$ cat config.mk
export PLATFORM = sky130hd
export DESIGN_NAME = ahb_lite_master_arb
export DESIGN_NICKNAME = d
export VERILOG_FILES = /design/src/rtl/ahb_lite_master_arb.sv
export SDC_FILE = /design/constraint.sdc
export NUM_CORES = 1
export LEC_CHECK = 0
export ABC_AREA = 1
export CAP_MARGIN = 40
export CELL_PAD_IN_SITES_DETAIL_PLACEMENT = 1
export CELL_PAD_IN_SITES_GLOBAL_PLACEMENT = 1
export CORE_MARGIN = 5
export CORE_UTILIZATION = 30
export CTS_CLUSTER_SIZE = 24
export DETAILED_ROUTE_END_ITERATION = 16
export PLACE_DENSITY = 0.88
export SYNTH_ARGS = -nofsm -noshare
export SYNTH_HDL_FRONTEND = slang
export SYNTH_SLANG_ARGS = --single-unit
$ cat constraint.sdc
create_clock -name HCLK -period 11.3 [get_ports HCLK]
set_input_delay 3.39 -clock HCLK [delete_from_list [all_inputs] [get_ports HCLK]]
set_output_delay 3.39 -clock HCLK [all_outputs]
set_load 0.05 [all_outputs]
$ cat src/rtl/ahb_lite_master_arb.sv
// Two-requester AHB-Lite single-transfer master with round-robin arbitration.
// Optional macro AHB_IRQ_PRIO_EN: an active interrupt lets requester 0 win arbitration.
`ifndef AHB_ADDR_WIDTH
`define AHB_ADDR_WIDTH 32
`endif
`ifndef AHB_DATA_WIDTH
`define AHB_DATA_WIDTH 32
`endif

module ahb_lite_master_arb #(
  parameter int         AW        = `AHB_ADDR_WIDTH,
  parameter int         DW        = `AHB_DATA_WIDTH,
  parameter logic [3:0] HPROT_VAL = 4'b0011
) (
  input  logic          HCLK,
  input  logic          HRESET,
  input  logic          req0_valid,
  input  logic          req0_write,
  input  logic [AW-1:0] req0_addr,
  input  logic [DW-1:0] req0_wdata,
  input  logic [2:0]    req0_size,
  output logic          req0_ready,
  output logic          rsp0_valid,
  output logic [DW-1:0] rsp0_rdata,
  output logic          rsp0_err,
  input  logic          req1_valid,
  input  logic          req1_write,
  input  logic [AW-1:0] req1_addr,
  input  logic [DW-1:0] req1_wdata,
  input  logic [2:0]    req1_size,
  output logic          req1_ready,
  output logic          rsp1_valid,
  output logic [DW-1:0] rsp1_rdata,
  output logic          rsp1_err,
  output logic [AW-1:0] HADDR,
  output logic [2:0]    HBURST,
  output logic          HMASTLOCK,
  output logic [3:0]    HPROT,
  output logic [2:0]    HSIZE,
  output logic [1:0]    HTRANS,
  output logic          HWRITE,
  output logic [DW-1:0] HWDATA,
  output logic          HSEL,
  input  logic [DW-1:0] HRDATA,
  input  logic          HREADYOUT,
  input  logic          HRESP,
  input  logic          interrupt
);

  typedef enum logic [1:0] {S_IDLE = 2'd0, S_ADDR = 2'd1, S_DATA = 2'd2, S_ERR2 = 2'd3} state_t;
  localparam logic [2:0] SIZE_MAX = 3'($clog2(DW / 8));

  state_t        r_state, w_next;
  logic          r_last, r_owner, r_write;
  logic [AW-1:0] r_addr;
  logic [DW-1:0] r_wdata;
  logic [2:0]    r_size;
  logic [1:0]    r_rsp_valid, r_rsp_err;
  logic [DW-1:0] r_rsp0_rdata, r_rsp1_rdata;

  logic          w_irq_force, w_win, w_sel_valid, w_accept, w_size_ok;
  logic          w_sel_write;
  logic [AW-1:0] w_sel_addr;
  logic [DW-1:0] w_sel_wdata;
  logic [2:0]    w_sel_size;
  logic          w_done, w_done_id, w_done_err;
  logic [DW-1:0] w_done_rdata;
  logic [1:0]    w_htrans;
  logic          w_hsel;
  logic [DW-1:0] w_hwdata;

`ifdef AHB_IRQ_PRIO_EN
  assign w_irq_force = interrupt & req0_valid;
`else
  logic w_unused_irq;
  assign w_unused_irq = interrupt;
  assign w_irq_force  = 1'b0;
`endif

  // Round-robin winner; the requester not granted last wins a contest.
  always_comb begin
    if (w_irq_force) begin
      w_win = 1'b0;
    end else if (req0_valid && req1_valid) begin
      w_win = ~r_last;
    end else if (req1_valid) begin
      w_win = 1'b1;
    end else begin
      w_win = 1'b0;
    end
  end

  assign w_sel_valid = w_win ? req1_valid : req0_valid;
  assign w_sel_write = w_win ? req1_write : req0_write;
  assign w_sel_addr  = w_win ? req1_addr  : req0_addr;
  assign w_sel_wdata = w_win ? req1_wdata : req0_wdata;
  assign w_sel_size  = w_win ? req1_size  : req0_size;
  assign w_accept    = (r_state == S_IDLE) && w_sel_valid && !HRESET;
  assign w_size_ok   = (w_sel_size <= SIZE_MAX);
  assign req0_ready  = w_accept && !w_win;
  assign req1_ready  = w_accept && w_win;

  always_ff @(posedge HCLK or posedge HRESET) begin
    if (HRESET) begin
      r_state <= S_IDLE;
    end else begin
      r_state <= w_next;
    end
  end

  always_comb begin
    w_next = r_state;
    case (r_state)
      S_IDLE: begin
        if (w_accept && w_size_ok) w_next = S_ADDR;
        else                       w_next = S_IDLE;
      end
      S_ADDR: w_next = S_DATA;
      S_DATA: begin
        if (HREADYOUT)  w_next = S_IDLE;
        else if (HRESP) w_next = S_ERR2;
        else            w_next = S_DATA;
      end
      S_ERR2: begin
        if (HREADYOUT) w_next = S_IDLE;
        else           w_next = S_ERR2;
      end
      default: w_next = S_IDLE;
    endcase
  end

  always_comb begin
    w_htrans = 2'b00;
    w_hsel   = 1'b0;
    w_hwdata = {DW{1'b0}};
    case (r_state)
      S_ADDR: begin
        w_htrans = 2'b10;
        w_hsel   = 1'b1;
      end
      S_DATA, S_ERR2: w_hwdata = r_wdata;
      default: ;
    endcase
  end

  // Completion event: rejected size in IDLE, or the final data/error cycle on the bus.
  always_comb begin
    w_done       = 1'b0;
    w_done_id    = r_owner;
    w_done_err   = 1'b0;
    w_done_rdata = {DW{1'b0}};
    case (r_state)
      S_IDLE: begin
        if (w_accept && !w_size_ok) begin
          w_done     = 1'b1;
          w_done_id  = w_win;
          w_done_err = 1'b1;
        end else begin
          w_done = 1'b0;
        end
      end
      S_DATA: begin
        if (HREADYOUT) begin
          w_done       = 1'b1;
          w_done_err   = HRESP;
          w_done_rdata = (HRESP || r_write) ? {DW{1'b0}} : HRDATA;
        end else begin
          w_done = 1'b0;
        end
      end
      S_ERR2: begin
        if (HREADYOUT) begin
          w_done     = 1'b1;
          w_done_err = 1'b1;
        end else begin
          w_done = 1'b0;
        end
      end
      default: ;
    endcase
  end

  always_ff @(posedge HCLK or posedge HRESET) begin
    if (HRESET) begin
      r_last  <= 1'b1;
      r_owner <= 1'b0;
      r_write <= 1'b0;
      r_addr  <= {AW{1'b0}};
      r_wdata <= {DW{1'b0}};
      r_size  <= 3'd0;
    end else if (w_accept) begin
      r_owner <= w_win;
      r_write <= w_sel_write;
      r_addr  <= w_sel_addr;
      r_wdata <= w_sel_wdata;
      r_size  <= w_sel_size;
      if (!w_irq_force) r_last <= w_win;
    end
  end

  // Only the owning requester's response fields change; they hold between strobes.
  always_ff @(posedge HCLK or posedge HRESET) begin
    if (HRESET) begin
      r_rsp_valid  <= 2'b00;
      r_rsp_err    <= 2'b00;
      r_rsp0_rdata <= {DW{1'b0}};
      r_rsp1_rdata <= {DW{1'b0}};
    end else begin
      r_rsp_valid <= 2'b00;
      if (w_done) begin
        r_rsp_valid[w_done_id] <= 1'b1;
        r_rsp_err[w_done_id]   <= w_done_err;
        if (w_done_id) r_rsp1_rdata <= w_done_rdata;
        else           r_rsp0_rdata <= w_done_rdata;
      end
    end
  end

  assign rsp0_valid = r_rsp_valid[0];
  assign rsp1_valid = r_rsp_valid[1];
  assign rsp0_err   = r_rsp_err[0];
  assign rsp1_err   = r_rsp_err[1];
  assign rsp0_rdata = r_rsp0_rdata;
  assign rsp1_rdata = r_rsp1_rdata;
  assign HADDR      = r_addr;
  assign HWRITE     = r_write;
  assign HSIZE      = r_size;
  assign HTRANS     = w_htrans;
  assign HSEL       = w_hsel;
  assign HWDATA     = w_hwdata;
  assign HBURST     = 3'b000;
  assign HMASTLOCK  = 1'b0;
  assign HPROT      = HPROT_VAL;

endmodule

==> results.ini <==
[route]
drc=0
antenna_left=0
routedWlPerCell_um=18.0
drt-initial-drc-count=252
via_per_inst=4.71
dr.pass1.iters=4
vias=6712
wl_um=25600

[placed_design]
post-dp-hpwl_um=18200
pre_cts_slack_ns=2.30
port_buffers=313
gp_congestion=0.793

[sta]
fin_crit_sh_pct=79.4
rsz0062_at_grt=false
setup_ws_ns=2.33
tns_ns=0
hold_viol_final=0
maxSlewViolCount=0
setup_viol=0
fmax_mhz=111
min_period_ns=8.97
fin_worst_skew_ns=0.0110
maxSlewHeadroom_pct=43.0
tightest_slew_ns=0.854

[critical_path]
reg2reg_depth=7
r2r_start=r_state[1]
worstPathRequired_ns=7.91
crit_type=in -> out
crit_slowest_cell=clkdlybuf4s50_1
critical_path.most_common_cell=clkdlybuf4s50_1
cp_slowest_stage_delay_ns=0.82
timing.rr.end=rsp0_rdata[25]
critical_path.top_delay_family=buffers and inverters
crit_path_end_kind=output pin
cp_num_buf_inv=3
rrSetupSlack_ns=7.90
worstPathArrival_ns=5.58
path_cells=clkdlybuf4s50_1 -> nor4_4 -> nand2_1 -> inv_2 -> clkdlybuf4s50_1
worstPathMaxFanout=7
critPathLaunchType=input pin

[clock_network]
cts_root_buffer=clkbuf_16
cts_resized=0
cts_setup_buffers=0
cts_buffers=17
cts_tree=done
clk_pin_slew_ns=0.06
hold_buffers=0
clk_path_buf_depth=2
h-tree-depth=4
clock_latency_ns=0.41
numClockSinks=140

[power_and_ir_drop]
total_power_w=0.00261
vdd_drop_max_v=0.000124
power_density_nw_per_um2=251
p_leak_nw=5.15

[yosys]
ys_seq_area_share_pct=53.4
synthCells=847
synthArstFlopShare_pct=100
netlist_area_um2=6560
ys_warn_count=0
synth.distinct_cells=21
synth_top_area_share_pct=53.0
ys_dominant_reg_cell=dfrtp_1
avgSynthCellArea_um2=7.74
synth_edf_count=0
synth_seq_cells=140
yosys-top-cells-area=dfrtp_1, nand2_1, nand3_1, nand4_1, inv_1
yosysTopAreaCell=dfrtp_1

[cells_and_area]
nNetsFinal=1306
final_util_pct=47.9
area_delta_synth_final_pct=58.5
final_common_cell=nand2_1
final_cell_mix=nand2_1, clkdlybuf4s50_1, dfrtp_1, nand3_1, inv_1
drive_gt1_share_pct=4.46

[hold_path]
min_from=rsp1_rdata[13]
hold_path_class=reg -> reg
min_to=rsp1_rdata[13]
hold_path_depth=2

[die]
die_y_um=158
ios=324
die_x_um=158
die_area_um2=24900
core_um2=21700
rows=54
initial_utilization_pct=30.2

[run]
drv_cap=0

[global_route]
antenna_found_initial=2
grt_max_degree=69
grt_first_pass_wirelength_um=39800
grt-ovfl-total=0
grt_pass1_vias=7442
globalRouteTotalUtil_pct=20.3

[status]
status=completed

-- synthesized netlist by cell type, types with 2 or more instances --
master and instances:
nand2_1 417, dfrtp_1 139, nand3_1 100, inv_1 41, nor2_1 36, nand4_1 33, buf_2 23, buf_4 19
clkbuf_1 19, nand2_4 4, o21ai_0 4, buf_6 2, conb_1 2
-- metal layers --
metal | wire, µm | vias up | global-route usage [%]
li1 | - | 3196 | -
met1 | 10100 | 3269 | 23.3
met2 | 13000 | 226 | 35.9
met3 | 2250 | 19 | 7.60
met4 | 301 | 2 | 4.79
met5 | 13 | - | 0
-- worst reg2reg max path: stages (launching register included) --
cell and delay, ns:
dfrtp_1 0.36, buf_4 0.26, nor4_4 0.64, nand2_2 0.21, nand2_4 0.58, nand3_2 0.86
nand2_1 0.29, nand2_1 0.08
-- state kept, by name, summed over array words and instances, names as in the netlist --
| register | cells |
|---|---|
| HADDR | 32 |
| HSIZE | 3 |
| HWRITE | 1 |
| r_last | 1 |
| r_owner | 1 |
| r_rsp_err | 2 |
| r_rsp_valid | 2 |
| r_state | 2 |
| r_wdata | 32 |
| rsp0_rdata | 32 |
| rsp1_rdata | 32 |
-- area by class of cell --
type / count / area, µm²
clock inverter: 11 / 133
multi-input combinational: 608 / 2570
timing repair buffer: 321 / 3210
sequential: 140 / 3500
inverter: 43 / 166
clock buffer: 21 / 460
tap: 280 / 350
antenna: 1 / 2.50
fill: 2562 / 11300
-- per-stage QoR --
| step | std cells | hold slack, ns | cell area (µm²) |
|---|---|---|---|
| after floorplan | 854 | 0.444 | 6590 |
| after global placement | 1391 | 0.452 | 9770 |
| after detailed placement | 1392 | 0.457 | 9800 |
| after CTS | 1424 | 0.473 | 10400 |
| after global routing | 1425 | 0.486 | 10400 |
| final | 1425 | 0.467 | 10400 |
-- power breakdown --
group | internal [W] | switching (W)
clock | 0.000340 | 0.000232
sequential | 0.000656 | 0.0000935
combinational | 0.000388 | 0.000899
total | 0.00138 | 0.00122
-- worst max-delay path by stage --
| stage | startpoint | endpoint | slack, ns | cells after the start |
|---|---|---|---|---|
| 2_1_floorplan | HRESET | req1_ready | 3.54 | 4 |
| 3_3_place_gp | HRESET | req1_ready | 2.36 | 5 |
| 3_5_place_dp | HRESET | req1_ready | 2.30 | 5 |
| 4_1_cts | HRESET | req1_ready | 2.30 | 5 |
| 5_1_grt | HRESET | req1_ready | 2.21 | 5 |
| 6_report | HRESET | req1_ready | 2.33 | 5 |
-- cell families (layout without fill, tap and decap cells) --
family,Yosys count,count (layout),share of synthesized area (%)
compound gates,5,5,0.401
buf+inv,106,396,7.82
flops,140,140,53.4
other cells,2,10,0.115
simple gates,594,594,38.2
(Power assumes the default switching activity.)
